File: config.mk
export PLATFORM = sky130hd
export DESIGN_NAME = brightness_oe_sequencer_flat
export DESIGN_NICKNAME = d
export VERILOG_FILES = /design/src/rtl/params_pkg.sv /design/src/rtl/brightness_oe_sequencer_if.sv /design/src/rtl/brightness_oe_sequencer.sv /design/src/flat_wrapper.sv
export SDC_FILE = /design/constraint.sdc
export NUM_CORES = 1
export LEC_CHECK = 0
export CAP_MARGIN = 20
export CORE_ASPECT_RATIO = 0.8
export CORE_MARGIN = 2
export CORE_UTILIZATION = 55
export CTS_BUF_LIST = sky130_fd_sc_hd__clkbuf_8
export DETAILED_ROUTE_END_ITERATION = 16
export PLACE_DENSITY = 0.78
export SETUP_SLACK_MARGIN = 0.5
export SLEW_MARGIN = 10
export SYNTH_ARGS = -nofsm -noshare
export SYNTH_HDL_FRONTEND = slang
export SYNTH_SLANG_ARGS = --single-unit
File: constraint.sdc
create_clock -name clk_in -period 8.24 [get_ports clk_in]
set_clock_uncertainty 0.05 [all_clocks]
set_input_delay 2.06 -clock clk_in [delete_from_list [all_inputs] [get_ports clk_in]]
set_output_delay 2.06 -clock clk_in [all_outputs]
set_load 0.02 [all_outputs]
File: src/rtl/params_pkg.sv
// ============================================================================
// Module   : params_pkg
// Brief    : Shared build-time parameters for the LED panel pipeline.
// Revision : 1.0
// ============================================================================
`default_nettype none

package params_pkg;
    parameter int BRIGHTNESS_LEVELS = 4;
endpackage

`default_nettype wire

File: src/rtl/brightness_oe_sequencer_if.sv
// ============================================================================
// Module   : brightness_oe_sequencer_if
// Brief    : Scheduler-to-sequencer control and status bundle.
// Revision : 1.0
// ============================================================================
`default_nettype none

interface brightness_oe_sequencer_if #(
    parameter int BRIGHTNESS_LEVELS = params_pkg::BRIGHTNESS_LEVELS,
    parameter int DIM_BITS          = 4
);
    logic                         row_latch;
    logic [BRIGHTNESS_LEVELS-1:0] brightness_mask_active;
    logic [DIM_BITS-1:0]          global_dim;
    logic                         output_enable;
    logic                         exceeded_overlap_time;
    logic                         busy;
    logic                         plane_done;
    logic                         mask_error;

    modport master (
        output row_latch, brightness_mask_active, global_dim,
        input  output_enable, exceeded_overlap_time, busy, plane_done, mask_error
    );

    modport slave (
        input  row_latch, brightness_mask_active, global_dim,
        output output_enable, exceeded_overlap_time, busy, plane_done, mask_error
    );
endinterface

`default_nettype wire

File: src/rtl/brightness_oe_sequencer.sv
// ============================================================================
// Module   : brightness_oe_sequencer
// Brief    : Per-bit-plane OE window generator: blanking, dimmable ON, OFF.
// Revision : 1.0
// ============================================================================
`default_nettype none

module brightness_oe_sequencer #(
    parameter int BRIGHTNESS_LEVELS = params_pkg::BRIGHTNESS_LEVELS,
    parameter int BASE_TIMEOUT      = 23,
    parameter int DIM_BITS          = 4,
    parameter int BLANK_CYCLES      = 2
) (
    input  wire logic                 clk_in,
    input  wire logic                 reset,
    brightness_oe_sequencer_if.slave  bus
);
    localparam int TW = $clog2(BASE_TIMEOUT) + BRIGHTNESS_LEVELS + 1;
    localparam int PW = TW + DIM_BITS;
    localparam int KW = (BRIGHTNESS_LEVELS > 1) ? $clog2(BRIGHTNESS_LEVELS) : 1;

    typedef enum logic [1:0] {
        S_IDLE  = 2'd0,
        S_BLANK = 2'd1,
        S_ON    = 2'd2,
        S_OFF   = 2'd3
    } state_t;

    state_t          r_state;
    state_t          w_state_nxt;
    logic [TW-1:0]   r_cnt;
    logic [TW-1:0]   w_cnt_nxt;
    logic [TW-1:0]   r_on;
    logic [TW-1:0]   w_on_nxt;
    logic [TW-1:0]   r_off;
    logic [TW-1:0]   w_off_nxt;
    logic            r_err;
    logic            w_err_nxt;
    logic            w_done_nxt;
    logic            r_oe;
    logic            r_busy;
    logic            r_exceeded;
    logic            r_done;

    logic [KW-1:0]   w_k;
    logic [TW-1:0]   w_slot;
    logic [PW-1:0]   w_prod;
    logic [TW-1:0]   w_on_calc;
    logic            w_start;
    logic            w_multi;

    // Slot length and ON length derived from the mask/dim presented with the latch
    always_comb begin
        w_k = '0;
        for (int i = 0; i < BRIGHTNESS_LEVELS; i++) begin
            if (bus.brightness_mask_active[i]) w_k = KW'(i);
        end
        w_slot    = TW'(BASE_TIMEOUT) << w_k;
        w_prod    = PW'(w_slot) * PW'({1'b0, bus.global_dim} + 1'b1);
        w_on_calc = TW'(w_prod >> DIM_BITS);
        w_start   = bus.row_latch && (bus.brightness_mask_active != '0);
        w_multi   = (bus.brightness_mask_active &
                     (bus.brightness_mask_active - 1'b1)) != '0;
    end

    always_comb begin
        w_state_nxt = r_state;
        w_cnt_nxt   = r_cnt;
        w_on_nxt    = r_on;
        w_off_nxt   = r_off;
        w_err_nxt   = r_err;
        w_done_nxt  = 1'b0;

        if (w_start) begin
            w_on_nxt  = w_on_calc;
            w_off_nxt = w_slot - w_on_calc;
            w_err_nxt = r_err | w_multi;
            if (BLANK_CYCLES > 0) begin
                w_state_nxt = S_BLANK;
                w_cnt_nxt   = TW'(BLANK_CYCLES - 1);
            end else if (w_on_calc != '0) begin
                w_state_nxt = S_ON;
                w_cnt_nxt   = w_on_calc - 1'b1;
            end else begin
                w_state_nxt = S_OFF;
                w_cnt_nxt   = w_slot - 1'b1;
            end
        end else begin
            case (r_state)
                S_BLANK: begin
                    if (r_cnt != '0) begin
                        w_cnt_nxt = r_cnt - 1'b1;
                    end else if (r_on != '0) begin
                        w_state_nxt = S_ON;
                        w_cnt_nxt   = r_on - 1'b1;
                    end else begin
                        w_state_nxt = S_OFF;
                        w_cnt_nxt   = r_off - 1'b1;
                    end
                end
                S_ON: begin
                    if (r_cnt != '0) begin
                        w_cnt_nxt = r_cnt - 1'b1;
                    end else if (r_off != '0) begin
                        w_state_nxt = S_OFF;
                        w_cnt_nxt   = r_off - 1'b1;
                    end else begin
                        w_state_nxt = S_IDLE;
                        w_done_nxt  = 1'b1;
                    end
                end
                S_OFF: begin
                    if (r_cnt != '0) begin
                        w_cnt_nxt = r_cnt - 1'b1;
                    end else begin
                        w_state_nxt = S_IDLE;
                        w_done_nxt  = 1'b1;
                    end
                end
                default: ;
            endcase
        end
    end

    // Outputs are decoded from the next state so they are registered, not combinational
    always_ff @(posedge clk_in) begin
        if (reset) begin
            r_state    <= S_IDLE;
            r_cnt      <= '0;
            r_on       <= '0;
            r_off      <= '0;
            r_err      <= 1'b0;
            r_oe       <= 1'b0;
            r_busy     <= 1'b0;
            r_exceeded <= 1'b1;
            r_done     <= 1'b0;
        end else begin
            r_state    <= w_state_nxt;
            r_cnt      <= w_cnt_nxt;
            r_on       <= w_on_nxt;
            r_off      <= w_off_nxt;
            r_err      <= w_err_nxt;
            r_oe       <= (w_state_nxt == S_ON);
            r_busy     <= (w_state_nxt != S_IDLE);
            r_exceeded <= (w_state_nxt == S_IDLE);
            r_done     <= w_done_nxt;
        end
    end

    assign bus.output_enable         = r_oe;
    assign bus.busy                  = r_busy;
    assign bus.exceeded_overlap_time = r_exceeded;
    assign bus.plane_done            = r_done;
    assign bus.mask_error            = r_err;

endmodule

`default_nettype wire

File: src/flat_wrapper.sv
// flat-port wrapper written by rule: the top's interface ports become plain ports
module brightness_oe_sequencer_flat 
#(
    parameter int BRIGHTNESS_LEVELS = params_pkg::BRIGHTNESS_LEVELS,
    parameter int BASE_TIMEOUT      = 23,
    parameter int DIM_BITS          = 4,
    parameter int BLANK_CYCLES      = 2
)
  (clk_in, reset, bus_row_latch, bus_brightness_mask_active, bus_global_dim, bus_output_enable, bus_exceeded_overlap_time, bus_busy, bus_plane_done, bus_mask_error);
  brightness_oe_sequencer_if #(.BRIGHTNESS_LEVELS(BRIGHTNESS_LEVELS), .DIM_BITS(DIM_BITS)) bus_i ();
  input  wire logic clk_in;
  input  wire logic reset;
  input wire logic [$bits(bus_i.row_latch)-1:0] bus_row_latch;
  input wire logic [$bits(bus_i.brightness_mask_active)-1:0] bus_brightness_mask_active;
  input wire logic [$bits(bus_i.global_dim)-1:0] bus_global_dim;
  output wire logic [$bits(bus_i.output_enable)-1:0] bus_output_enable;
  output wire logic [$bits(bus_i.exceeded_overlap_time)-1:0] bus_exceeded_overlap_time;
  output wire logic [$bits(bus_i.busy)-1:0] bus_busy;
  output wire logic [$bits(bus_i.plane_done)-1:0] bus_plane_done;
  output wire logic [$bits(bus_i.mask_error)-1:0] bus_mask_error;
  assign bus_i.row_latch = bus_row_latch;
  assign bus_i.brightness_mask_active = bus_brightness_mask_active;
  assign bus_i.global_dim = bus_global_dim;
  assign bus_output_enable = bus_i.output_enable;
  assign bus_exceeded_overlap_time = bus_i.exceeded_overlap_time;
  assign bus_busy = bus_i.busy;
  assign bus_plane_done = bus_i.plane_done;
  assign bus_mask_error = bus_i.mask_error;
  brightness_oe_sequencer #(.BRIGHTNESS_LEVELS(BRIGHTNESS_LEVELS), .BASE_TIMEOUT(BASE_TIMEOUT), .DIM_BITS(DIM_BITS), .BLANK_CYCLES(BLANK_CYCLES)) u_core (.clk_in(clk_in), .reset(reset), .bus(bus_i));
endmodule
==> impl_summary.log <==
INFO  metric core = 6820 um2
INFO  metric avgSynthCellArea = slightly below 8 um2
INFO  metric post-place-ws = -0.0474 ns
INFO  metric detail_route.wl_per_cell = around 17 um
INFO  metric grt.overflow.total = 0
INFO  metric number_of_global_route_vias_before_repair = 3509
INFO  metric cts_root_buf = sky130_fd_sc_hd__clkbuf_8
INFO  metric criticalPathCategory = input pin to register
INFO  metric slew_headroom = 0.480
INFO  metric detailroute.wirelength.met2 = approximately 4.2 mm
INFO  metric slew_viol_final = 0
INFO  metric number_of_hold_violations_in_the_final_report = 0
INFO  metric ant_nets = 0
INFO  metric worstSetupEndpointType = register
INFO  metric post_synth_main_area_contributors = sky130_fd_sc_hd__dfxtp_1 19%, sky130_fd_sc_hd__ha_1 10%, sky130_fd_sc_hd__fa_1 9.3%
INFO  metric cts_buffers = 5
INFO  metric route.top_layer_used = met4
INFO  metric synth-async-reset-ratio = 0
INFO  metric postSynthCellCount = 500
INFO  metric floorplan.die.width = roughly 98 um
INFO  metric worst-slew-pin-transition = slightly below 0.8 ns
INFO  metric synthDominantCellAreaShare = 0.192
INFO  metric synth_ff_type = sky130_fd_sc_hd__dfxtp_1
INFO  metric worst_ep_arrival_time = roughly 7.7 ns
INFO  metric grt_start_max_net_pins = 25
INFO  metric antenna_found_initial = 0
INFO  metric via_count = approximately 3800
INFO  metric worst_r2r_path_depth = 6
INFO  metric post-route-period-util = 0.923
INFO  metric clk_latency = 0.30 ns
INFO  metric fmaxAchievable = around 130 MHz
INFO  metric fin_ws = approximately 0.64 ns
INFO  metric cts_htree_levels = 2
INFO  metric hpwl_detailed = 7.75 mm
INFO  metric powerDensity = roughly 330 nW/um2
INFO  metric initial_core_util = 0.566
INFO  metric final-setup-viol-count = 0
INFO  metric drt-total-wl = 10.1 mm
INFO  metric holdPathStages = 2
INFO  metric yosys_top_cell_by_area = sky130_fd_sc_hd__dfxtp_1
INFO  metric place.gp.congestion = 0.922
INFO  metric path_max_fanout = 5
INFO  metric fin_util = 0.654
INFO  metric synth_area = roughly 3900 um2
INFO  metric most-common-layout-cells = 53 x sky130_fd_sc_hd__nor2_1, 43 x sky130_fd_sc_hd__nand2_1, 37 x sky130_fd_sc_hd__dfxtp_1
INFO  metric design.die.area = ~7700 um2
INFO  metric final_net_count = 587
INFO  metric flip_flop_and_latch_count_after_synthesis = 37
INFO  metric synth-edff-count = 0
INFO  metric leakagePower = roughly 0.0019 uW
INFO  metric die_h = 78.9 um
INFO  metric hold_class = register to register
INFO  metric viasPerCell = 6.24
INFO  metric syn2layout_area_growth = 15.6%
INFO  metric clock_path_buffers = 2
INFO  metric worst_setup_hold_path_clk_slew = about 0.080 ns
INFO  metric placementRows = 27
INFO  metric cp_data_required_time = between 8 and 9 ns
INFO  metric setup.worst_path.start_class = input pin
INFO  metric clock_sink_count = 37
INFO  metric io_buffers = 15
INFO  metric yosysUniqueCellTypes = 63
INFO  metric synth_seq_area_share = 0.192
INFO  metric cts_tree = built
INFO  metric yosysWarningCount = 0
INFO  metric mostFrequentLayoutCell = sky130_fd_sc_hd__nor2_1
INFO  metric unrepaired_setup_endpoints_after_global_routing = true
INFO  metric fin_tns_setup = 0 ns
INFO  metric detail_route.iter0.violations = 344
INFO  metric post-route-drc-count = 0
INFO  metric number_of_nets_in_the_synthesized_netlist = 561
INFO  metric final_period_minus_worst_setup_slack = approximately 7.6 ns
INFO  metric firstDrtPassIters = 5
INFO  metric global_route.usage.total = 0.265
INFO  metric wl_met1 = between 4 and 5 mm
INFO  metric status = complete, no violations
INFO  metric number_of_antenna_diodes = 0
INFO  metric wl_met3 = just under 800 um
INFO  metric ioPinCount = 16
INFO  metric vdd_ir_drop_max = 132 uV
INFO  metric drive_above_1_share = 0.114
INFO  metric max_cap_violations = 0
INFO  metric grt_pass1_wl = approximately 17 mm
state kept, by name, summed over array words and instances (netlist names):
register / count
u_core.r_on: 10
u_core.bus.busy: 1
u_core.r_cnt: 10
u_core.bus.exceeded_overlap_time: 1
u_core.bus.plane_done: 1
u_core.bus.mask_error: 1
u_core.r_state: 2
u_core.r_off: 10
u_core.bus.output_enable: 1
metrics by stage:
step	hold slack (ns)	std cells	total power (uW)	instance area [um2]
2_1_floorplan	0.408	500	958	3860
3_3_place_gp	0.404	599	1140	4160
3_5_place_dp	0.413	599	1170	4160
4_1_cts	0.431	608	1370	4330
5_1_grt	0.469	614	1600	4460
6_report	0.423	614	1490	4460
worst paths after layout:
| check | from | end | slack (ns) |
|---|---|---|---|
| setup / recovery | bus_global_dim[1] | u_core.r_off[5] | 0.64 |
| hold reg to reg | u_core.bus.mask_error | u_core.bus.mask_error | 0.42 |
| setup reg to reg | u_core.r_off[2] | u_core.bus.busy | 5.37 |
| hold / removal | u_core.bus.mask_error | u_core.bus.mask_error | 0.42 |
report_power, final:
group	total, uW	switching (uW)	leakage (uW)	internal, uW
clock	190	70.0	0.0000681	120
sequential	261	45.5	0.000304	215
combinational	1040	587	0.00156	451
cells by family (layout without fill, tap and decap cells):
| kind of cell | after synthesis | after routing | share of synthesized area |
|---|---|---|---|
| flip-flops | 37 | 37 | 0.192 |
| AO/OA/AOI/OAI | 118 | 118 | 0.204 |
| adder cells (fa/ha/maj) | 51 | 51 | 0.200 |
| buffers and inverters | 58 | 85 | 0.0583 |
| AND/OR/NAND/NOR | 196 | 196 | 0.254 |
| multiplexers | 5 | 5 | 0.0130 |
| XOR/XNOR | 35 | 35 | 0.0794 |
synthesized netlist by cell type (6+ instances only):
cell type,instances
sky130_fd_sc_hd__nor2b_1,6
sky130_fd_sc_hd__nor4_1,9
sky130_fd_sc_hd__nand2_1,43
sky130_fd_sc_hd__clkbuf_1,16
sky130_fd_sc_hd__nand2b_1,10
sky130_fd_sc_hd__o21ai_0,17
sky130_fd_sc_hd__a21oi_1,34
sky130_fd_sc_hd__and2_1,11
sky130_fd_sc_hd__ha_1,32
sky130_fd_sc_hd__xor2_1,13
sky130_fd_sc_hd__dfxtp_1,37
sky130_fd_sc_hd__a211oi_1,13
sky130_fd_sc_hd__or3_1,12
sky130_fd_sc_hd__xnor2_1,22
sky130_fd_sc_hd__fa_1,18
sky130_fd_sc_hd__nor2_1,55
sky130_fd_sc_hd__nand3_1,11
sky130_fd_sc_hd__inv_1,36
sky130_fd_sc_hd__nor3_1,21
timing repair:
| action | in CTS | in global routing |
|---|---|---|
| setup buffers | 1 | 6 |
| endpoints found under the setup margin | 3 | 4 |
| hold buffers | 0 | 0 |
| resized for setup | 7 | 22 |
| pin swaps | 0 | 11 |
| cloned | 0 | 0 |
critical path: stages:
cell                              delay, ns
sky130_fd_sc_hd__clkdlybuf4s50_1       0.53
sky130_fd_sc_hd__ha_4                  0.18
sky130_fd_sc_hd__nand3_1               0.11
sky130_fd_sc_hd__nor2_2                0.19
sky130_fd_sc_hd__nand2_1               0.10
sky130_fd_sc_hd__fa_1                  0.53
sky130_fd_sc_hd__fa_1                  0.53
sky130_fd_sc_hd__fa_1                  0.55
sky130_fd_sc_hd__inv_1                 0.04
sky130_fd_sc_hd__ha_1                  0.33
sky130_fd_sc_hd__a21oi_2               0.20
sky130_fd_sc_hd__o31a_1                0.25
sky130_fd_sc_hd__o21bai_2              0.12
sky130_fd_sc_hd__xnor2_1               0.25
sky130_fd_sc_hd__ha_2                  0.35
sky130_fd_sc_hd__and2_0                0.16
sky130_fd_sc_hd__o21ai_1               0.17
sky130_fd_sc_hd__buf_4                 0.16
sky130_fd_sc_hd__nand3b_1              0.19
sky130_fd_sc_hd__buf_4                 0.21
sky130_fd_sc_hd__xnor2_1               0.12
sky130_fd_sc_hd__xnor2_1               0.26
sky130_fd_sc_hd__a211oi_1              0.11
layout make-up:
type	instances	area, um2
clock buffers	5	68.8
clock inverters	3	65.1
fillers	608	2360
inverters	38	143
multi-input cells	405	3000
flip-flops and latches	37	741
well taps	87	109
repair buffers	39	340
metal layers:
layer,GRT usage,up-vias
li1,-,1824
met1,0.401,1840
met2,0.398,152
met3,0.0502,16
met4,0.0458,0
met5,0,-
Power figures use the tool's default switching activity.
